$ cat src/rtl/bus_arbiter.sv
// Round-robin arbiter sharing one 4-phase req/ack slave bus among NREQ masters.
// Optional XFER watchdog (err pulse, RECOVER state) enabled by BUS_ARBITER_TIMEOUT_EN.
module bus_arbiter #(
  parameter int NREQ = 4,
  parameter int DW   = 4
) (
  input  logic                    clk,
  input  logic                    rst,
  input  logic [NREQ-1:0]         m_req,
  input  logic [NREQ-1:0]         m_rw,
  input  logic [NREQ*DW-1:0]      m_wdata,
  output logic [NREQ-1:0]         m_gnt,
  output logic [NREQ-1:0]         m_ack,
  output logic [DW-1:0]           m_rdata,
  output logic                    s_req,
  output logic                    s_rw,
  output logic [DW-1:0]           s_wdata,
  input  logic                    s_ack,
  input  logic [DW-1:0]           s_rdata,
  output logic                    busy,
  output logic [$clog2(NREQ)-1:0] owner,
  output logic                    err
);
  localparam int OW = $clog2(NREQ);

  typedef enum logic [1:0] {IDLE, XFER, RELEASE, RECOVER} state_t;

  state_t          state_q, state_d;
  logic [NREQ-1:0] gnt_q, gnt_d, ack_q, ack_d;
  logic [OW-1:0]   owner_q, owner_d, ptr_q, ptr_d;
  logic [OW-1:0]   win, cand;
  logic            found;
  logic            busy_q, busy_d, sreq_q, sreq_d, srw_q, srw_d;
  logic [DW-1:0]   swdata_q, swdata_d, rdata_q, rdata_d;
  logic            ack_meta_q, ack_s_q;
`ifdef BUS_ARBITER_TIMEOUT_EN
  logic [3:0]      cnt_q, cnt_d;
  logic            err_q, err_d;
`endif

  // Round-robin search starting just above the last owner.
  always_comb begin
    found = 1'b0;
    win   = ptr_q;
    cand  = ptr_q;
    for (int k = 1; k <= NREQ; k++) begin
      cand = OW'((int'(ptr_q) + k) % NREQ);
      if (!found && m_req[cand]) begin
        found = 1'b1;
        win   = cand;
      end
    end
  end

  always_comb begin
    state_d  = state_q;
    gnt_d    = gnt_q;
    ack_d    = ack_q;
    owner_d  = owner_q;
    ptr_d    = ptr_q;
    busy_d   = busy_q;
    sreq_d   = sreq_q;
    srw_d    = srw_q;
    swdata_d = swdata_q;
    rdata_d  = rdata_q;
`ifdef BUS_ARBITER_TIMEOUT_EN
    cnt_d    = cnt_q;
    err_d    = 1'b0;
`endif
    case (state_q)
      IDLE: begin
        // Holding off while ack_s is still high enforces the return-to-zero phase.
        if (found && !ack_s_q) begin
          state_d    = XFER;
          gnt_d      = '0;
          gnt_d[win] = 1'b1;
          owner_d    = win;
          busy_d     = 1'b1;
          sreq_d     = 1'b1;
          srw_d      = m_rw[win];
          swdata_d   = m_wdata[int'(win)*DW +: DW];
`ifdef BUS_ARBITER_TIMEOUT_EN
          cnt_d      = '0;
`endif
        end
      end
      XFER: begin
`ifdef BUS_ARBITER_TIMEOUT_EN
        cnt_d = cnt_q + 4'd1;
`endif
        if (ack_s_q) begin
          if (srw_q) rdata_d = s_rdata;
          ack_d[owner_q] = 1'b1;
          sreq_d         = 1'b0;
          state_d        = RELEASE;
        end
`ifdef BUS_ARBITER_TIMEOUT_EN
        else if (cnt_d == 4'hF) begin
          err_d   = 1'b1;
          sreq_d  = 1'b0;
          gnt_d   = '0;
          ptr_d   = owner_q;
          state_d = RECOVER;
        end
`endif
      end
      RELEASE: begin
        if (!ack_s_q && !m_req[owner_q]) begin
          ack_d   = '0;
          gnt_d   = '0;
          busy_d  = 1'b0;
          ptr_d   = owner_q;
          state_d = IDLE;
        end
      end
      RECOVER: begin
        if (!ack_s_q && !m_req[owner_q]) begin
          busy_d  = 1'b0;
          state_d = IDLE;
        end
      end
      default: state_d = IDLE;
    endcase
  end

  always_ff @(posedge clk) begin
    if (rst) begin
      state_q    <= IDLE;
      gnt_q      <= '0;
      ack_q      <= '0;
      owner_q    <= '0;
      ptr_q      <= OW'(NREQ - 1);
      busy_q     <= 1'b0;
      sreq_q     <= 1'b0;
      srw_q      <= 1'b0;
      swdata_q   <= '0;
      rdata_q    <= '0;
      ack_meta_q <= 1'b0;
      ack_s_q    <= 1'b0;
`ifdef BUS_ARBITER_TIMEOUT_EN
      cnt_q      <= '0;
      err_q      <= 1'b0;
`endif
    end else begin
      state_q    <= state_d;
      gnt_q      <= gnt_d;
      ack_q      <= ack_d;
      owner_q    <= owner_d;
      ptr_q      <= ptr_d;
      busy_q     <= busy_d;
      sreq_q     <= sreq_d;
      srw_q      <= srw_d;
      swdata_q   <= swdata_d;
      rdata_q    <= rdata_d;
      ack_meta_q <= s_ack;
      ack_s_q    <= ack_meta_q;
`ifdef BUS_ARBITER_TIMEOUT_EN
      cnt_q      <= cnt_d;
      err_q      <= err_d;
`endif
    end
  end

  assign m_gnt   = gnt_q;
  assign m_ack   = ack_q;
  assign m_rdata = rdata_q;
  assign s_req   = sreq_q;
  assign s_rw    = srw_q;
  assign s_wdata = swdata_q;
  assign busy    = busy_q;
  assign owner   = owner_q;
`ifdef BUS_ARBITER_TIMEOUT_EN
  assign err     = err_q;
`else
  assign err     = 1'b0;
`endif

endmodule

$ cat config.mk
export PLATFORM = sky130hd
export DESIGN_NAME = bus_arbiter
export DESIGN_NICKNAME = d
export VERILOG_FILES = /design/src/rtl/bus_arbiter.sv
export SDC_FILE = /design/constraint.sdc
export NUM_CORES = 1
export LEC_CHECK = 0
export BUFFER_PORTS_ARGS = -buffer_cell sky130_fd_sc_hd__buf_2
export CORE_AREA = 2 2 53 67
export CTS_CLUSTER_DIAMETER = 120
export DETAILED_ROUTE_END_ITERATION = 7
export DIE_AREA = 0 0 55 69
export GPL_ROUTABILITY_DRIVEN = 0
export PLACE_DENSITY_LB_ADDON = 0.1
export SKIP_LAST_GASP = 1
export SYNTH_ARGS = -nofsm -noshare
export SYNTH_HDL_FRONTEND = slang
export SYNTH_SLANG_ARGS = --single-unit
$ cat constraint.sdc
create_clock -name clk -period 1.9 [get_ports clk]
set_input_delay 0.38 -clock clk [delete_from_list [all_inputs] [get_ports clk]]
set_output_delay 0.38 -clock clk [all_outputs]
set_load 0.02 [all_outputs]
==> impl_metrics.json <==
{
  "synth-warning-count": 0,
  "hold_end": "ack_meta_q$_SDFF_PP0_",
  "r2r_slack_ns": 0.13,
  "first_global_vias": 1207,
  "required_ns": 2.07,
  "yosysSeqAreaShare_pct": 43.1,
  "track_usage_pct": 17.4,
  "final_max_slew_viol_count": 0,
  "worstSetupPathType": "flip-flop to flip-flop",
  "synthesis.nets": 167,
  "fp.dieH_um": 69,
  "rows": 23,
  "ys.flop_type": "dfxtp_1",
  "total_power_w": 0.00117,
  "slowest_stage": "mux4_2",
  "antenna_left": 0,
  "grt_pass1_wl_um": 5100,
  "worstPathArrival_ns": 1.94,
  "ctsHoldBuffers": 0,
  "drcViolationCount": 0,
  "dr.pass1.iters": 4,
  "cts_tree": "yes",
  "timing.final.crit_share_pct": 93.2,
  "wl_um": 3050,
  "cpPeakStageDelay_ns": 0.53,
  "synth.avg_cell_area_sq_um": 9.23,
  "power_density_mw_per_mm2": 734,
  "grt_max_degree": 15,
  "p_switching_w": 0.000323,
  "synth-edff-count": 0,
  "nFillCells": 328,
  "vdd_ir_drop_max_v": 0.000419,
  "layout_commonest_cell": "buf_2",
  "synth.area.top_cells": "dfxtp_1, mux2i_1, a21oi_1",
  "path_clk_slew_ns": 0.09,
  "die_area_sq_mm": 0.00380,
  "comb_power_share_pct": 19.7,
  "grt_overflow_total": 0,
  "mostFrequentLayoutCells": "buf_2, dfxtp_1, nand2_1",
  "min_from": "s_ack",
  "end_kind": "flip-flop",
  "yosysTopAreaCell": "dfxtp_1",
  "antenna_found_initial": 0,
  "clk-insertion-delay-late_ns": 0.26,
  "start_util_pct": 39.6,
  "worstReg2RegStart": "owner[0]$_SDFFE_PP0P_",
  "setup_violations": 0,
  "cts_sinks": 27,
  "swShare_pct": 27.5,
  "min_period_ns": 1.77,
  "p_leak_nw": 0.742,
  "post_cts_buffers": 0,
  "cts_made_buffers": 3,
  "drive_gt1_share_pct": 35.4,
  "dp_slack_ns": -0.00250,
  "dieWidth_um": 55,
  "fmax_mhz": 565,
  "vias_per_cell": 5.26,
  "synth-seq-cells": 27,
  "path_buf_inv": 0,
  "wl_per_cell_um": 13.5,
  "post_cts_resized": 0,
  "crit_start": "owner[0]$_SDFFE_PP0P_",
  "internal_power_w": 0.000850,
  "path_max_fanout": 4,
  "r2r_cells": 4,
  "vias": 1188,
  "min_path_cells": 2,
  "initialDrtViolationCount": 19,
  "finalClockSkew_ns": 0.00429,
  "hpwlAfterDp_um": 2320,
  "async_flop_share_pct": 0,
  "nets": 221,
  "diodes": 0,
  "maxCapViolations": 0,
  "synth_cell_types": 34,
  "cp_top_family": "compound AO/OA/AOI/OAI gates",
  "area_growth_pct": 27.2,
  "hold_path_class": "primary input to flip-flop",
  "start_kind": "flip-flop",
  "outcome": "finished clean",
  "pwr-share-seq_pct": 53.0,
  "syn_inst": 136,
  "pwr-share-clk_pct": 27.2,
  "ctsRootBufferMaster": "clkbuf_8",
  "synth_top_area_share_pct": 43.1,
  "cts_max_level": 1,
  "hold_violations": 0,
  "netlist_area_sq_mm": 0.00125,
  "cp_cell_sequence": "mux4_2, a2111oi_1, nor2_1, a32o_1",
  "r2r_end": "m_gnt[2]$_SDFFE_PP0P_",
  "coreArea_sq_mm": 0.00317,
  "rsz0062_at_grt": "false",
  "cts_buffer_depth": 2,
  "port_buffers": 51,
  "io_pins": 53,
  "final.setup.worst_slack_ns": 0.129
}
layer usage:
metal | global-route usage, % | vias to the layer above | wire, um
met3 | 3.25 | 2 | 108
met4 | 5.15 | 0 | 25
met2 | 28.3 | 24 | 1550
met1 | 22.6 | 565 | 1370
met5 | 0 | - | 0
li1 | - | 597 | -
sequential cells by signal, indices dropped and copies added, names as in the netlist, 2 cells and up:
| register | cells |
|---|---|
| ptr_q | 2 |
| owner | 2 |
| m_gnt | 4 |
| m_ack | 4 |
| s_wdata | 4 |
| m_rdata | 4 |
| state_q | 2 |
worst max path at each step:
stage	endpoint	slack, ns	cells past startpoint
2_1_floorplan	ptr_q[0]$_SDFFE_PP1P_	0.06	6
3_3_place_gp	m_gnt[2]$_SDFFE_PP0P_	0.04	5
3_5_place_dp	m_gnt[2]$_SDFFE_PP0P_	-0.003	5
4_1_cts	m_gnt[2]$_SDFFE_PP0P_	0.11	4
5_1_grt	m_gnt[2]$_SDFFE_PP0P_	0.04	4
6_report	m_gnt[2]$_SDFFE_PP0P_	0.13	4
cell type report:
type / instances / area (sq um) / share of cell area [%]
Tap cell: 37 / 46.3 / 2.90
Sequential cell: 27 / 542 / 33.9
Multi-Input combinational cell: 100 / 656 / 41.1
Timing Repair Buffer: 58 / 308 / 19.3
Clock buffer: 4 / 45.0 / 2.82
cell families (layout without fill, tap and decap cells):
kind of cell           Yosys count  in the layout  synth area share (%)
AND/OR/NAND/NOR                 57             57                  24.8
AO/OA/AOI/OAI                   30             30                  16.6
flip-flops                      27             27                  43.1
multiplexers                    12             12                  10.6
buffers and inverters            9             62                  4.69
other                            1              1                 0.299
per-stage QoR:
stage                     cell area, sq um  std cells  setup TNS, ns  utilization [%]  hold slack [ns]
after floorplan                       1260        136              0                -            0.414
after global placement                1550        222              0             49.0            0.439
after detailed placement              1550        222       -0.00250             49.0            0.445
after CTS                             1600        226              0             50.4            0.323
after global routing                  1600        226              0             50.4            0.318
final                                 1600        226              0             50.4            0.322
synthesized netlist by cell type (2+ instances only):
cell / number
o2bb2ai_1: 3
dfxtp_1: 27
nor2_1: 11
clkbuf_2: 2
nand2_1: 12
mux2i_1: 11
buf_4: 2
a21oi_1: 11
nand3b_1: 6
nor2b_1: 6
o21ai_0: 2
nand3_1: 4
clkbuf_1: 3
nand2b_1: 2
a211o_1: 2
buf_6: 2
o221ai_1: 5
nor3_1: 9
power by group through the flow:
| stage | clock network (W) | registers (W) | logic, W |
|---|---|---|---|
| global route | 0.000359 | 0.000626 | 0.000253 |
| finish | 0.000319 | 0.000622 | 0.000231 |
| detailed placement | 0 | 0.000634 | 0.000234 |
| global placement | 0 | 0.000634 | 0.000228 |
| CTS | 0.000330 | 0.000621 | 0.000234 |
| floorplan | 0 | 0.000660 | 0.000119 |
(Power assumes the default switching activity.)
